==> config.mk <==
export PLATFORM = sky130hd
export DESIGN_NAME = dmem_arbiter
export DESIGN_NICKNAME = d
export VERILOG_FILES = /design/src/rtl/dmem_arb_pkg.sv /design/src/rtl/arb_rr2.sv /design/src/rtl/dmem_arbiter.sv
export SDC_FILE = /design/constraint.sdc
export NUM_CORES = 1
export LEC_CHECK = 0
export CORE_AREA = 5 5 225 227
export CTS_CLUSTER_SIZE = 28
export DETAILED_ROUTE_END_ITERATION = 16
export DIE_AREA = 0 0 230 232
export GPL_TIMING_DRIVEN = 0
export SLEW_MARGIN = 20
export SYNTH_ARGS = -nofsm -noshare
export SYNTH_HDL_FRONTEND = slang
export SYNTH_SLANG_ARGS = --single-unit
==> constraint.sdc <==
create_clock -name clk -period 1.64 [get_ports clk]
set_input_delay 0.328 -clock clk [delete_from_list [all_inputs] [get_ports clk]]
set_output_delay 0.328 -clock clk [all_outputs]
set_load 0.1 [all_outputs]
==> src/rtl/dmem_arb_pkg.sv <==
// Shared types, constants and helpers for the two-port data-memory arbiter.
package dmem_arb_pkg;

    localparam int unsigned DEF_ADDR_W  = 64;
    localparam int unsigned DEF_DATA_W  = 64;
    localparam int unsigned DEF_MEM_LAT = 1;

    // Accesses are whole 64-bit words: the low three address bits must be zero.
    localparam int unsigned ALIGN_W = 3;

    localparam logic PORT_CORE = 1'b0;
    localparam logic PORT_AUX  = 1'b1;

    typedef enum logic [1:0] {
        ARB_IDLE   = 2'd0,
        ARB_ACCESS = 2'd1,
        ARB_DONE   = 2'd2
    } arb_state_t;

    // True when the byte address does not sit on a 64-bit word boundary.
    function automatic logic misaligned(input logic [ALIGN_W-1:0] addr_lo);
        return addr_lo != '0;
    endfunction

endpackage

==> src/rtl/arb_rr2.sv <==
// Two-way round-robin picker: combinational pick, remembers the last winner.
module arb_rr2
    import dmem_arb_pkg::*;
(
    input  logic       clk,
    input  logic       rst_n,
    input  logic [1:0] i_req,
    input  logic       i_take,
    output logic       o_winner_c,
    output logic       o_valid_c
);

    logic r_last_winner;

    // Lone requester wins outright; on contention the port that did not win last time goes.
    always_comb begin
        o_valid_c  = |i_req;
        o_winner_c = PORT_CORE;
        if (i_req == 2'b11) begin
            o_winner_c = ~r_last_winner;
        end else if (i_req[PORT_AUX]) begin
            o_winner_c = PORT_AUX;
        end
    end

    // Reset to aux so the core wins the first contention.
    always_ff @(posedge clk or negedge rst_n) begin
        if (!rst_n) begin
            r_last_winner <= PORT_AUX;
        end else if (i_take && o_valid_c) begin
            r_last_winner <= o_winner_c;
        end
    end

endmodule

==> src/rtl/dmem_arbiter.sv <==
// Round-robin sharing of the single-port data memory between core and aux masters.
// A read holds its address for one cycle so it is stable at the memory, then waits
// MEM_LAT cycles for the data; this gives done at 2+MEM_LAT cycles after the sample.
module dmem_arbiter
    import dmem_arb_pkg::*;
#(
    parameter int unsigned ADDR_W  = DEF_ADDR_W,
    parameter int unsigned DATA_W  = DEF_DATA_W,
    parameter int unsigned MEM_LAT = DEF_MEM_LAT
)
(
    input  logic              clk,
    input  logic              rst,
    input  logic              c_req,
    input  logic              c_we,
    input  logic [ADDR_W-1:0] c_addr,
    input  logic [DATA_W-1:0] c_wdata,
    output logic              c_gnt,
    output logic              c_done,
    output logic              c_err,
    output logic [DATA_W-1:0] c_rdata,
    input  logic              a_req,
    input  logic              a_we,
    input  logic [ADDR_W-1:0] a_addr,
    input  logic [DATA_W-1:0] a_wdata,
    output logic              a_gnt,
    output logic              a_done,
    output logic              a_err,
    output logic [DATA_W-1:0] a_rdata,
    output logic [ADDR_W-1:0] mem_addr,
    output logic [DATA_W-1:0] mem_wdata,
    output logic              mem_wr,
    input  logic [DATA_W-1:0] mem_rdata,
    output logic              busy
);

    localparam int unsigned CNT_W = $clog2(MEM_LAT + 1);

    arb_state_t        r_state;
    arb_state_t        w_state_nxt;

    logic              r_owner;
    logic              r_we;
    logic [CNT_W-1:0]  r_cnt;
    logic              r_c_gnt, r_a_gnt, r_c_done, r_a_done, r_c_err, r_a_err;
    logic [DATA_W-1:0] r_c_rdata, r_a_rdata;
    logic [ADDR_W-1:0] r_mem_addr;
    logic [DATA_W-1:0] r_mem_wdata;
    logic              r_mem_wr;
    logic              r_busy;

    logic              w_owner_nxt, w_we_nxt;
    logic [CNT_W-1:0]  w_cnt_nxt;
    logic              w_c_gnt_nxt, w_a_gnt_nxt, w_c_done_nxt, w_a_done_nxt;
    logic              w_c_err_nxt, w_a_err_nxt;
    logic [DATA_W-1:0] w_c_rdata_nxt, w_a_rdata_nxt;
    logic [ADDR_W-1:0] w_mem_addr_nxt;
    logic [DATA_W-1:0] w_mem_wdata_nxt;
    logic              w_mem_wr_nxt;
    logic              w_busy_nxt;

    logic [1:0]        w_req;
    logic              w_take;
    logic              w_winner;
    logic              w_valid;
    logic              w_sel_we;
    logic [ADDR_W-1:0] w_sel_addr;
    logic [DATA_W-1:0] w_sel_wdata;
    logic              w_sel_mis;
    logic              w_last_rd;

    assign w_req  = {a_req, c_req};
    assign w_take = (r_state == ARB_IDLE);

    arb_rr2 u_rr (
        .clk        (clk),
        .rst_n      (rst),
        .i_req      (w_req),
        .i_take     (w_take),
        .o_winner_c (w_winner),
        .o_valid_c  (w_valid)
    );

    // Fields of whichever port the picker selected this cycle.
    assign w_sel_we    = (w_winner == PORT_AUX) ? a_we    : c_we;
    assign w_sel_addr  = (w_winner == PORT_AUX) ? a_addr  : c_addr;
    assign w_sel_wdata = (w_winner == PORT_AUX) ? a_wdata : c_wdata;
    assign w_sel_mis   = misaligned(w_sel_addr[ALIGN_W-1:0]);
    assign w_last_rd   = (r_cnt == CNT_W'(MEM_LAT));

    // State register.
    always_ff @(posedge clk or negedge rst) begin
        if (!rst) begin
            r_state <= ARB_IDLE;
        end else begin
            r_state <= w_state_nxt;
        end
    end

    // Next-state logic.
    always_comb begin
        w_state_nxt = r_state;
        case (r_state)
            ARB_IDLE: begin
                if (w_valid) begin
                    w_state_nxt = w_sel_mis ? ARB_DONE : ARB_ACCESS;
                end
            end
            ARB_ACCESS: begin
                if (r_we || w_last_rd) begin
                    w_state_nxt = ARB_DONE;
                end
            end
            ARB_DONE: w_state_nxt = ARB_IDLE;
            default:  w_state_nxt = ARB_IDLE;
        endcase
    end

    // Next values of every registered output and the latched request fields.
    always_comb begin
        w_owner_nxt     = r_owner;
        w_we_nxt        = r_we;
        w_cnt_nxt       = r_cnt;
        w_c_gnt_nxt     = 1'b0;
        w_a_gnt_nxt     = 1'b0;
        w_c_done_nxt    = 1'b0;
        w_a_done_nxt    = 1'b0;
        w_c_err_nxt     = 1'b0;
        w_a_err_nxt     = 1'b0;
        w_c_rdata_nxt   = r_c_rdata;
        w_a_rdata_nxt   = r_a_rdata;
        w_mem_addr_nxt  = r_mem_addr;
        w_mem_wdata_nxt = r_mem_wdata;
        w_mem_wr_nxt    = 1'b0;
        w_busy_nxt      = (w_state_nxt != ARB_IDLE);
        case (r_state)
            ARB_IDLE: begin
                if (w_valid) begin
                    w_owner_nxt = w_winner;
                    w_we_nxt    = w_sel_we;
                    w_cnt_nxt   = '0;
                    w_c_gnt_nxt = (w_winner == PORT_CORE);
                    w_a_gnt_nxt = (w_winner == PORT_AUX);
                    if (w_sel_mis) begin
                        // No memory cycle: grant and error completion land together.
                        w_c_done_nxt = (w_winner == PORT_CORE);
                        w_a_done_nxt = (w_winner == PORT_AUX);
                        w_c_err_nxt  = (w_winner == PORT_CORE);
                        w_a_err_nxt  = (w_winner == PORT_AUX);
                    end else begin
                        w_mem_addr_nxt = w_sel_addr;
                        if (w_sel_we) begin
                            w_mem_wr_nxt    = 1'b1;
                            w_mem_wdata_nxt = w_sel_wdata;
                        end
                    end
                end
            end
            ARB_ACCESS: begin
                if (r_we || w_last_rd) begin
                    w_c_done_nxt = (r_owner == PORT_CORE);
                    w_a_done_nxt = (r_owner == PORT_AUX);
                    if (!r_we) begin
                        if (r_owner == PORT_AUX) begin
                            w_a_rdata_nxt = mem_rdata;
                        end else begin
                            w_c_rdata_nxt = mem_rdata;
                        end
                    end
                end else begin
                    w_cnt_nxt = r_cnt + CNT_W'(1);
                end
            end
            default: begin
            end
        endcase
    end

    // Output and datapath registers; reset abandons any access in flight.
    always_ff @(posedge clk or negedge rst) begin
        if (!rst) begin
            r_owner     <= PORT_CORE;
            r_we        <= 1'b0;
            r_cnt       <= '0;
            r_c_gnt     <= 1'b0;
            r_a_gnt     <= 1'b0;
            r_c_done    <= 1'b0;
            r_a_done    <= 1'b0;
            r_c_err     <= 1'b0;
            r_a_err     <= 1'b0;
            r_c_rdata   <= '0;
            r_a_rdata   <= '0;
            r_mem_addr  <= '0;
            r_mem_wdata <= '0;
            r_mem_wr    <= 1'b0;
            r_busy      <= 1'b0;
        end else begin
            r_owner     <= w_owner_nxt;
            r_we        <= w_we_nxt;
            r_cnt       <= w_cnt_nxt;
            r_c_gnt     <= w_c_gnt_nxt;
            r_a_gnt     <= w_a_gnt_nxt;
            r_c_done    <= w_c_done_nxt;
            r_a_done    <= w_a_done_nxt;
            r_c_err     <= w_c_err_nxt;
            r_a_err     <= w_a_err_nxt;
            r_c_rdata   <= w_c_rdata_nxt;
            r_a_rdata   <= w_a_rdata_nxt;
            r_mem_addr  <= w_mem_addr_nxt;
            r_mem_wdata <= w_mem_wdata_nxt;
            r_mem_wr    <= w_mem_wr_nxt;
            r_busy      <= w_busy_nxt;
        end
    end

    assign c_gnt     = r_c_gnt;
    assign a_gnt     = r_a_gnt;
    assign c_done    = r_c_done;
    assign a_done    = r_a_done;
    assign c_err     = r_c_err;
    assign a_err     = r_a_err;
    assign c_rdata   = r_c_rdata;
    assign a_rdata   = r_a_rdata;
    assign mem_addr  = r_mem_addr;
    assign mem_wdata = r_mem_wdata;
    assign mem_wr    = r_mem_wr;
    assign busy      = r_busy;

endmodule

==> metrics.md, run 1 <==
| Metric | Value |
|---|---|
| Arrival time at the worst endpoint | 2.37 ns |
| DRC violation count after routing | 0 |
| CP startpoint kind | register |
| Row count | 81 |
| Kind of path behind the tightest hold check | in2async |
| Number of maximum-capacitance constraint violations | 0 |
| Pin count of the biggest net entering global routing | 97 |
| Average size of a mapped cell | 11.82 sq um |
| Clk_lat worst skew | 0.56 ns |
| Nets | 1970 |
| Post-Synthesis Net Count | 1316 |
| Worst rel slew slack | 0.5356 |
| Final wirelength | 46.06 mm |
| Setup violations, final | 259 |
| Sequential-to-total area share from yosys stat | 0.5773 |
| CP most frequent cell | sky130_fd_sc_hd__mux2_4 |
| Fraction of final layout cells with drive strength greater than 1 | 0.3953 |
| Unrepaired setup endpoints after global routing | true |
| Min Tclk post-route | 1.932 ns |
| Root buffer selected by CTS | sky130_fd_sc_hd__clkbuf_16 |
| Sum of net half-perimeters after detailed placement | 34.71 mm |
| FMAX | 517.5 MHz |
| Number of slew-limit violations in the final report | 0 |
| Ports | 590 |
| Power density relative to cell area | 2043 nW/um^2 |
| Clock sinks | 270 |
| Reg clk slew, reported paths | 0.06 ns |
| Tcrit/Tclk final | 1.178 |
| Class of the most critical setup path | reg2reg |
| CTS tree | done |
| Ys Warns | 0 |
| Final number of hold-violating endpoints | 0 |
| RePlAce Congestion | 0.8705 |
| Worst path setup slack after routing | -0.2923 ns |
| Leading cell type in the layout, fill and taps excluded | sky130_fd_sc_hd__nand2_1 |
| Worst-case register-to-register setup slack | -0.29 ns |
| Maximum clock skew at final layout | 0.01389 ns |
| Area growth from synthesis to final layout | 70.75% |
| Number of antenna violations at the first check in global routing | 6 |
| Maximum level of the CTS H-tree | 1 |
| Result of the run | complete, but fails checks |
| Maximum fanout encountered on the critical timing path | 5 |
| Endpoint class of the critical path | register |
| Number of clock buffers inserted by TritonCTS | 30 |
| Floorplan Core Area | 48440 sq um |
| Gr usage total | 0.1570 |
| Vertical extent of the die | 232 microns |
| Post-DR wirelength/cell | 20.16 microns |
| Series of cell instances along the critical path | a21bo_4, mux2_4, nor2b_4, buf_12, clkbuf_16, mux2_4 |
| Number of inserted filler cells in the final layout | 4692 |
| ANT nets after route | 0 |
| Total power consumption of the routed design | 40.83 mW |
| Met3 track demand over resource in global routing | 0.05845 |
| Clock Tree Buf Depth | 3 |
| Leak Pwr | 9.635 nW |
| DRT iter0 DRCs | 402 |
| Highest-count cells in the layout ignoring fill and taps | sky130_fd_sc_hd__nand2_1, sky130_fd_sc_hd__clkdlybuf4s50_1, sky130_fd_sc_hd__buf_4, sky130_fd_sc_hd__dfrtp_1, sky130_fd_sc_hd__mux2_2 |
| Global routing met1 resource utilization | 0.1864 |
| Area of all placed cells without fillers | 19990 sq um |
| Placed instance area | 18480 sq um |
| Die Footprint | 53360 sq um |
| Path depth of the worst reg2reg path | 6 |
| Cell class contributing the biggest share of worst-path delay | multiplexers |
| First-pass GRT wire length | 65.39 mm |
| Delay of the slowest cell on the worst path | 0.56 ns |
| Beginning of the worst register-to-register path | u_rr.r_last_winner |
| Peak-usage layer in the global routing report | met2 |
| Remaining global-route overflow | 0 |
| Crit path required time | 2.08 ns |
| Buffers and inverters on the worst path | 2 |
| Post-detailed-route via-to-cell ratio | 4.328 |
| Cell with the biggest individual delay on the critical path | sky130_fd_sc_hd__dfstp_2 |
| Initial Util | 0.2416 |
| Worst-case setup slack after placement | -1.458 ns |
| Routed vias | 9889 |
| Flop and latch count out of synthesis | 270 |
| Number of global-route vias before repair | 10591 |
| DR pass1 iterations | 4 |
| Global Route met2 Usage | 0.2687 |
| Failing checks | negative setup slack |
| Count of port buffers added during placement | 589 |
| Transition at the pin with the smallest max-transition slack | 0.6966 ns |
| Worst supply voltage drop on vdd | 1.289 mV |
| Cells after synthesis | 990 |
| Post-synthesis instance area | 11710 sq um |
| Number of distinct standard cells referenced by the synthesized netlist | 29 |
| Horiz. Die Dim | 230 microns |
| R2r endpoint | mem_addr[29] |
[report_power, final]
| part | switching [mW] | internal, mW | leakage, nW |
|---|---|---|---|
| clock network | 2.69 | 4.06 | 0.478 |
| logic | 18.2 | 5.86 | 5.76 |
| registers | 1.28 | 8.73 | 3.40 |
[synth_stat cells]
cell                         n  area (sq um)
sky130_fd_sc_hd__or2_1       1         6.260
sky130_fd_sc_hd__nand2_1   377          1415
sky130_fd_sc_hd__a21oi_1     2         10.01
sky130_fd_sc_hd__nor2b_1     3         18.77
sky130_fd_sc_hd__nor3_1      5         25.02
sky130_fd_sc_hd__a21bo_2     1         10.01
sky130_fd_sc_hd__dfstp_2     1         26.28
sky130_fd_sc_hd__and3_1      1         6.260
sky130_fd_sc_hd__nand3_1     3         15.01
sky130_fd_sc_hd__mux2_2    202          2275
sky130_fd_sc_hd__a21boi_1    1         7.510
sky130_fd_sc_hd__o21ai_0     2         10.01
sky130_fd_sc_hd__o21bai_1    3         22.52
sky130_fd_sc_hd__mux2i_1     1         10.01
sky130_fd_sc_hd__nand2b_1    1         6.260
sky130_fd_sc_hd__mux2_1      5         56.30
sky130_fd_sc_hd__clkbuf_1   21         78.83
sky130_fd_sc_hd__buf_6       6         67.56
sky130_fd_sc_hd__dfrtp_1   269          6731
sky130_fd_sc_hd__nor2b_4     1         13.76
sky130_fd_sc_hd__buf_1       2         7.510
sky130_fd_sc_hd__o21ai_2     1         8.760
sky130_fd_sc_hd__buf_2      26         130.1
sky130_fd_sc_hd__a21o_1      2         15.01
sky130_fd_sc_hd__inv_1       1         3.750
sky130_fd_sc_hd__mux2_4     47         705.7
sky130_fd_sc_hd__a31oi_1     1         6.260
sky130_fd_sc_hd__nor2_1      3         11.26
sky130_fd_sc_hd__nor4_1      1         6.260
[repair_timing]
item / in CTS / in global routing
setup endpoints to repair: 530 / 237
resized for setup: 1652 / 131
setup buffers: 5 / 11
hold buffers: 1 / 0
gates cloned: 1 / 13
hold endpoints to repair: 83 / 0
pin swaps: 3 / 4
[per-layer routing]
| metal | part of all wire | vias to the layer above |
|---|---|---|
| li1 | - | 4575 |
| met5 | 0.0012 | - |
| met1 | 0.39 | 4752 |
| met3 | 0.089 | 78 |
| met2 | 0.49 | 476 |
| met4 | 0.030 | 8 |
[how the worst max path moves through the flow]
| stage | startpoint | to | slack, ns | depth (start not counted) |
|---|---|---|---|---|
| 6_report | u_rr.r_last_winner | mem_addr[29] | -0.29 | 6 |
| 2_1_floorplan | u_rr.r_last_winner | mem_addr[17] | -0.17 | 6 |
| 4_1_cts | u_rr.r_last_winner | mem_addr[59] | -0.28 | 6 |
| 3_3_place_gp | rst | c_rdata[37] | -11.71 | 1 |
| 3_5_place_dp | a_req | mem_wdata[8] | -1.46 | 7 |
| 5_1_grt | u_rr.r_last_winner | mem_addr[52] | -0.33 | 6 |
[kinds of logic (layout without fill, tap and decap cells)]
logic type,after synthesis,in the layout,synth area share
DFF,270,270,0.5773
AOI/OAI and AO/OA,13,13,0.007696
and+or+nand+nor,396,397,0.1302
muxes,255,255,0.2603
buffers and inverters,56,727,0.02458
other,0,1,0
[registers in the layout (all words and copies together), names as in the netlist, 2 cells and up]
name / flops
c_rdata: 64
mem_addr: 64
mem_wdata: 64
a_rdata: 64
r_state: 2
[area by class of cell]
cell class | count | area (sq um) | share of cell area
diodes | 1 | 2.502 | 0.0001252
well taps | 622 | 778.2 | 0.03894
flip-flops and latches | 270 | 6759 | 0.3382
clock buffers | 43 | 860.8 | 0.04307
plain buffers | 55 | 649.4 | 0.03249
clock inverters | 7 | 110.1 | 0.005509
multi-input cells | 665 | 5017 | 0.2510
repair buffers | 621 | 5807 | 0.2905
inverters | 1 | 3.754 | 0.0001878
[stage by stage]
stage,util,setup TNS (ns),hold WS (ns),cells
floorplan,-,-10.37,0.03241,990
global placement,0.3804,-3399.00,0.4658,2201
CTS,0.3954,-34.28,0.3671,2260
finish,0.4126,-36.33,0.3667,2285
global route,0.4125,-53.11,0.3855,2284
detailed placement,0.3815,-249.79,0.3904,2203
(Power assumes the default switching activity.)
==> run 2: changes to the inputs <==
--- a/config.mk
+++ b/config.mk
@@ -5,12 +5,16 @@
 export SDC_FILE = /design/constraint.sdc
 export NUM_CORES = 1
 export LEC_CHECK = 0
-export CORE_AREA = 5 5 225 227
+export CELL_PAD_IN_SITES_DETAIL_PLACEMENT = 0
+export CELL_PAD_IN_SITES_GLOBAL_PLACEMENT = 1
+export CORE_AREA = 5 5 228 230
 export CTS_CLUSTER_SIZE = 28
 export DETAILED_ROUTE_END_ITERATION = 16
-export DIE_AREA = 0 0 230 232
+export DIE_AREA = 0 0 233 235
 export GPL_TIMING_DRIVEN = 0
+export PLACE_DENSITY_LB_ADDON = 0.1
 export SLEW_MARGIN = 20
 export SYNTH_ARGS = -nofsm -noshare
 export SYNTH_HDL_FRONTEND = slang
+export SYNTH_HIERARCHICAL = 1
 export SYNTH_SLANG_ARGS = --single-unit
==> metrics.md, run 2 <==
| Metric | Value |
|---|---|
| Result of the run | complete, but fails checks |
| Failing checks | negative setup slack |
| Highest-count cells in the layout ignoring fill and taps | sky130_fd_sc_hd__clkdlybuf4s50_1, sky130_fd_sc_hd__buf_4, sky130_fd_sc_hd__dfrtp_1, sky130_fd_sc_hd__mux2_2, sky130_fd_sc_hd__mux2_4 |
| Final worst hold slack | 0.2659 ns |
| Leak Pwr | 9.279 nW |
| Routed vias | 8649 |
| DRC violation count after routing | 0 |
| Class of the most critical setup path | reg2reg |
| Final number of hold-violating endpoints | 0 |
| Adder and majority cell fraction of the synthesized area | 0 |
| Top cells by count, synth | sky130_fd_sc_hd__mux2_2, sky130_fd_sc_hd__dfrtp_1, sky130_fd_sc_hd__mux2_1 |
| CP most frequent cell | sky130_fd_sc_hd__buf_6 |
| Row count | 82 |
| Reg clk slew, reported paths | 0.06 ns |
| Root buffer selected by CTS | sky130_fd_sc_hd__clkbuf_16 |
| Post-synthesis instance area | 11500 sq um |
| Number of slew-limit violations in the final report | 0 |
| Ports | 590 |
| Pin count of the biggest net entering global routing | 88 |
| Number of global-route vias before repair | 9721 |
| Area of all placed cells without fillers | 20210 sq um |
| Number of antenna violations at the first check in global routing | 9 |
| Top flip-flop cell by instance count after synthesis | sky130_fd_sc_hd__dfrtp_1 |
| Number of clock buffers inserted by TritonCTS | 37 |
| Count of port buffers added during placement | 589 |
| Post-Synthesis Net Count | 1058 |
| Async set-reset flop share out of synthesis | 1.000 |
| Delay of the slowest cell on the worst path | 0.56 ns |
| Final core occ | 0.4070 |
| Area growth from synthesis to final layout | 75.76% |
| Vertical extent of the die | 235 microns |
| Horiz. Die Dim | 233 microns |
| Total power consumption of the routed design | 44.94 mW |
| Cells after synthesis | 732 |
| Post-DR wirelength/cell | 23.21 microns |
| Sum of net half-perimeters after detailed placement | 36.34 mm |
| Power density relative to cell area | 2224 nW/um^2 |
| Number of distinct standard cells referenced by the synthesized netlist | 29 |
| Gr usage total | 0.1671 |
| Die Footprint | 54760 sq um |
| Clk_lat worst skew | 0.54 ns |
| Kind of path behind the tightest hold check | in2async |
| Floorplan Core Area | 49660 sq um |
| Clock sinks | 270 |
| CTS tree | done |
| Dominant combinational cell family by area after synthesis | multiplexers |
| Synthesized-area fraction occupied by and/or/nand/nor cells | 0.01143 |
| Maximum clock skew at final layout | 0.02522 ns |
| Tcrit/Tclk final | 1.370 |
| Setup violations, final | 212 |
| Nets | 1723 |
| Number of flops mapped to enable cells by yosys | 0 |
| Maximum fanout encountered on the critical timing path | 10 |
| Crit path required time | 2.04 ns |
| Post-detailed-route via-to-cell ratio | 4.128 |
| Top cells by area in the synthesized netlist | sky130_fd_sc_hd__dfrtp_1, sky130_fd_sc_hd__mux2_2, sky130_fd_sc_hd__mux2_1 |
| DRT iter0 DRCs | 228 |
| Area fraction of the dominant cell type after synthesis | 0.5854 |
| Cell with the biggest individual delay on the critical path | sky130_fd_sc_hd__dfstp_2 |
| Sequential-to-total area share from yosys stat | 0.5877 |
| Ys Warns | 6 |
| Number of inserted filler cells in the final layout | 4837 |
| Cell with the most instances after synthesis | sky130_fd_sc_hd__mux2_2 |
| Min Tclk post-route | 2.247 ns |
| Worst path setup slack after routing | -0.6073 ns |
| Worst supply voltage drop on vdd | 1.143 mV |
| Endpoint class of the critical path | register |
| Flop and latch count out of synthesis | 270 |
| Arrival time at the worst endpoint | 2.65 ns |
| Remaining global-route overflow | 0 |
| Placed instance area | 18430 sq um |
| RePlAce Congestion | 0.7622 |
| Leading cell type in the layout, fill and taps excluded | sky130_fd_sc_hd__clkdlybuf4s50_1 |
| Transition at the pin with the smallest max-transition slack | 0.4697 ns |
| Average size of a mapped cell | 15.71 sq um |
| Fraction of final layout cells with drive strength greater than 1 | 0.5144 |
| Clock Tree Buf Depth | 3 |
| Unrepaired setup endpoints after global routing | true |
| Series of cell instances along the critical path | a21boi_4, or4_4, a211oi_4, buf_6, buf_6, mux2_1 |
| CP startpoint kind | register |
| XOR/XNOR share of the synthesized area | 0 |
| Portion of netlist area occupied by mux cells | 0.3711 |
| Final wirelength | 48.63 mm |
| First-pass GRT wire length | 68.28 mm |
| Worst rel slew slack | 0.6869 |
| Maximum level of the CTS H-tree | 2 |
| FMAX | 445.0 MHz |
| Path depth of the worst reg2reg path | 6 |
| DR pass1 iterations | 4 |
| Number of maximum-capacitance constraint violations | 0 |
| Leading area contributor after synthesis | sky130_fd_sc_hd__dfrtp_1 |
| Complex-gate fraction of the synthesized area | 0.008052 |
| ANT nets after route | 0 |
| Initial Util | 0.2316 |
run 2: changes by cell type after synthesis, sizes merged, moves of 3 or more:
| cell | previous run | this run |
|---|---|---|
| buf | 34 | 24 |
| nand3 | 3 | 0 |
| nor2 | 3 | 6 |
| mux2 | 254 | 378 |
| nand2 | 377 | 2 |
run 2: logic make-up (layout without fill, tap and decap cells):
kind of cell,Yosys count,count (layout)
compound gates,14,14
flops,270,270
mux,379,379
simple gates,23,23
buf+inv,46,735
other cells,0,2
run 2: final timing paths:
kind	from	end	slack, ns
max reg2reg	u_rr/r_last_winner	mem_wdata[43]	-0.61
max	u_rr/r_last_winner	mem_wdata[43]	-0.61
max in group asynchronous	rst	a_rdata[19]	0.22
min in group clk	a_req	u_rr/r_last_winner	0.42
min reg2reg	mem_addr[21]	mem_addr[21]	0.48
min	rst	mem_wdata[40]	0.27
run 2: cell type report:
class,count,area [sq um],share of cell area
sequential,270,6758,0.3344
timing repair buffer,630,5941,0.2940
multi-input combinational,416,5031,0.2489
clock buffer,49,1011,0.05002
tap,672,840.8,0.04160
buffer,39,455.4,0.02254
clock inverter,14,156.4,0.007739
inverter,3,11.26,0.0005572
antenna,2,5.005,0.0002476
run 2: through the flow:
stage          instances  setup WS [ns]  setup TNS (ns)
5_1_grt             2095        -0.7050          -96.44
2_1_floorplan        732        -0.4344          -47.12
6_report            2095        -0.6073          -76.34
4_1_cts             2091        -0.6409          -89.26
3_3_place_gp        1993         -12.69        -3719.88
3_5_place_dp        1996         -1.770         -312.11
run 2: report_power, final:
group          internal (mW)  switching (mW)
Combinational           6.29            20.5
Clock                   4.80            3.10
Sequential              9.02            1.21
Total                   20.1            24.8
run 2: repair_timing:
action,CTS,global route
hold buffers,1,0
hold endpoints to repair,31,0
buffers inserted,23,6
cloned,8,8
endpoints found under the setup margin,525,260
gates resized for setup,1721,96
pin swaps,2,1
run 2: critical path: cells and delay by family (launching register included):
family,cells,cell delay [ns]
AOI/OAI and AO/OA,2,0.37
buffers and inverters,2,0.36
DFF,1,0.56
muxes,1,0.33
and+or+nand+nor,1,0.47
run 2: per-layer routing:
metal  vias to the layer above  GRT usage  part of all wire
met5                         -          0            0.0015
met4                        12    0.04332             0.019
met3                        69    0.08210              0.11
met2                       348     0.2885              0.49
met1                      4262     0.1833              0.37
li1                       3958          -                 -
==> run 3: changes to the inputs <==
--- a/config.mk
+++ b/config.mk
@@ -11,8 +11,10 @@
 export CTS_CLUSTER_SIZE = 28
 export DETAILED_ROUTE_END_ITERATION = 16
 export DIE_AREA = 0 0 233 235
+export GPL_ROUTABILITY_DRIVEN = 0
 export GPL_TIMING_DRIVEN = 0
 export PLACE_DENSITY_LB_ADDON = 0.1
+export SETUP_SLACK_MARGIN = 0.3
 export SLEW_MARGIN = 20
 export SYNTH_ARGS = -nofsm -noshare
 export SYNTH_HDL_FRONTEND = slang
==> metrics.md, run 3 (synthesized netlist as in run 2, its figures left out) <==
| Metric | Value |
|---|---|
| Result of the run | complete, but fails checks |
| Failing checks | negative hold slack, negative setup slack |
| Area growth from synthesis to final layout | 120.4% |
| Reg clk slew, reported paths | 0.06 ns |
| Highest-count cells in the layout ignoring fill and taps | sky130_fd_sc_hd__clkdlybuf4s50_1, sky130_fd_sc_hd__buf_12, sky130_fd_sc_hd__dfrtp_1, sky130_fd_sc_hd__mux2_4, sky130_fd_sc_hd__mux2_2 |
| Total power consumption of the routed design | 54.29 mW |
| Initial Util | 0.2316 |
| Clk_lat worst skew | 0.53 ns |
| Remaining global-route overflow | 0 |
| Die Footprint | 54760 sq um |
| Setup violations, final | 256 |
| Pin count of the biggest net entering global routing | 82 |
| Post-detailed-route via-to-cell ratio | 4.125 |
| Gr usage total | 0.1717 |
| Endpoint class of the critical path | register |
| Crit path required time | 2.05 ns |
| TNS Setup | -92.15 ns |
| Worst-case setup slack after placement | -1.730 ns |
| DRC violation count after routing | 0 |
| Ports | 590 |
| Critical path endpoint | mem_wdata[35] |
| Worst rel slew slack | 0.6455 |
| Worst-case register-to-register setup slack | -0.60 ns |
| Number of antenna violations at the first check in global routing | 8 |
| Arrival time at the worst endpoint | 2.65 ns |
| Final worst hold slack | -0.2684 ns |
| Crit. Startpoint | u_rr/r_last_winner |
| Class of the most critical setup path | reg2reg |
| Final number of hold-violating endpoints | 60 |
| CTS tree | done |
| Tcrit/Tclk final | 1.367 |
| Fraction of final layout cells with drive strength greater than 1 | 0.5888 |
| Routed vias | 9137 |
| Number of inserted filler cells in the final layout | 4313 |
| DRT iter0 DRCs | 250 |
| Sum of net half-perimeters after detailed placement | 35.92 mm |
| Path depth of the worst reg2reg path | 7 |
| Worst supply voltage drop on vdd | 1.380 mV |
| Clock sinks | 270 |
| Kind of path behind the tightest hold check | in2async |
| Total placed cells including tap cells | 1996 |
| Final wirelength | 49.93 mm |
| FMAX | 446.0 MHz |
| Leak Pwr | 11.31 nW |
| Floorplan Core Area | 49660 sq um |
| Nets | 1837 |
| Min Tclk post-route | 2.242 ns |
| Vertical extent of the die | 235 microns |
| Number of slew-limit violations in the final report | 0 |
| Transition at the pin with the smallest max-transition slack | 0.5318 ns |
| Leading cell type in the layout, fill and taps excluded | sky130_fd_sc_hd__clkdlybuf4s50_1 |
| Number of maximum-capacitance constraint violations | 0 |
| Root buffer selected by CTS | sky130_fd_sc_hd__clkbuf_16 |
| Beginning of the worst register-to-register path | u_rr/r_last_winner |
| CP startpoint kind | register |
| Post-DR wirelength/cell | 22.54 microns |
| Maximum fanout encountered on the critical timing path | 5 |
| Maximum clock skew at final layout | 0.01192 ns |
| Clock Tree Buf Depth | 3 |
| Number of clock buffers inserted by TritonCTS | 34 |
| First-pass GRT wire length | 70.12 mm |
| Horiz. Die Dim | 233 microns |
| Row count | 82 |
| Maximum level of the CTS H-tree | 2 |
| Number of global-route vias before repair | 10202 |
| Final standard cell count with taps included and fillers excluded | 2215 |
| R2r endpoint | mem_wdata[35] |
| Worst path setup slack after routing | -0.6023 ns |
| Count of port buffers added during placement | 589 |
| Unrepaired setup endpoints after global routing | true |
| Power density relative to cell area | 2142 nW/um^2 |
| DR pass1 iterations | 4 |
| ANT nets after route | 0 |
-- run 3: changes by cell type in the layout (fill, tap and decap cells not counted), moves of 10 or more --
cell,before,now
sky130_fd_sc_hd__mux2_1,56,0
sky130_fd_sc_hd__mux2_2,192,138
sky130_fd_sc_hd__mux2_4,130,240
sky130_fd_sc_hd__buf_4,275,97
sky130_fd_sc_hd__buf_12,20,292
sky130_fd_sc_hd__buf_16,5,15
-- run 3: repair_timing --
action / CTS / global route
setup buffers: 80 / 45
pin swaps: 4 / 3
gates cloned: 12 / 14
gates resized for setup: 2501 / 106
setup endpoints to repair: 529 / 531
hold endpoints to repair: 60 / 60
-- run 3: per-stage QoR --
| stage | area (sq um) | utilization |
|---|---|---|
| 2_1_floorplan | 12230 | - |
| 3_3_place_gp | 18970 | 0.3819 |
| 3_5_place_dp | 19050 | 0.3837 |
| 4_1_cts | 24260 | 0.4885 |
| 5_1_grt | 25350 | 0.5104 |
| 6_report | 25350 | 0.5104 |
-- run 3: report_power, final --
part	leakage, nW	internal (mW)	switching, mW
combinational	7.38	14.2	20.8
clock	0.553	4.59	3.06
sequential	3.38	9.04	2.59
-- run 3: routing by layer --
| metal | GRT usage | wire length [microns] |
|---|---|---|
| met1 | 0.1854 | 18170 |
| met2 | 0.3118 | 26620 |
| met3 | 0.06375 | 4033 |
| met4 | 0.05138 | 1066 |
| met5 | 0 | 29 |
-- run 3: worst min-delay path by stage --
stage / to / slack [ns] / cells after the start
2_1_floorplan: a_done / 0.03 / 0
3_3_place_gp: mem_addr[56] / 0.47 / 1
3_5_place_dp: mem_wdata[24] / 0.30 / 1
4_1_cts: mem_wdata[23] / -0.28 / 1
5_1_grt: mem_wdata[23] / -0.25 / 1
6_report: mem_wdata[23] / -0.27 / 1
-- run 3: worst max-delay path, cell delays in order, from the launching register on --
cell and delay [ns]:
sky130_fd_sc_hd__dfstp_2 0.38, sky130_fd_sc_hd__a21boi_4 0.15, sky130_fd_sc_hd__or4b_4 0.53, sky130_fd_sc_hd__a211oi_4 0.26
sky130_fd_sc_hd__buf_6 0.17, sky130_fd_sc_hd__buf_12 0.15, sky130_fd_sc_hd__clkbuf_16 0.16, sky130_fd_sc_hd__mux2_4 0.29
-- run 3: cell type report --
cell class | instances | area, sq um | area share
diodes | 6 | 15.01 | 0.0005924
multi-input cells | 416 | 5489 | 0.2166
repair buffers | 743 | 10360 | 0.4089
inverters | 3 | 13.76 | 0.0005430
well taps | 672 | 840.8 | 0.03317
clock inverters | 8 | 112.6 | 0.004443
flip-flops and latches | 270 | 6758 | 0.2666
plain buffers | 43 | 735.7 | 0.02903
clock buffers | 54 | 1016 | 0.04008
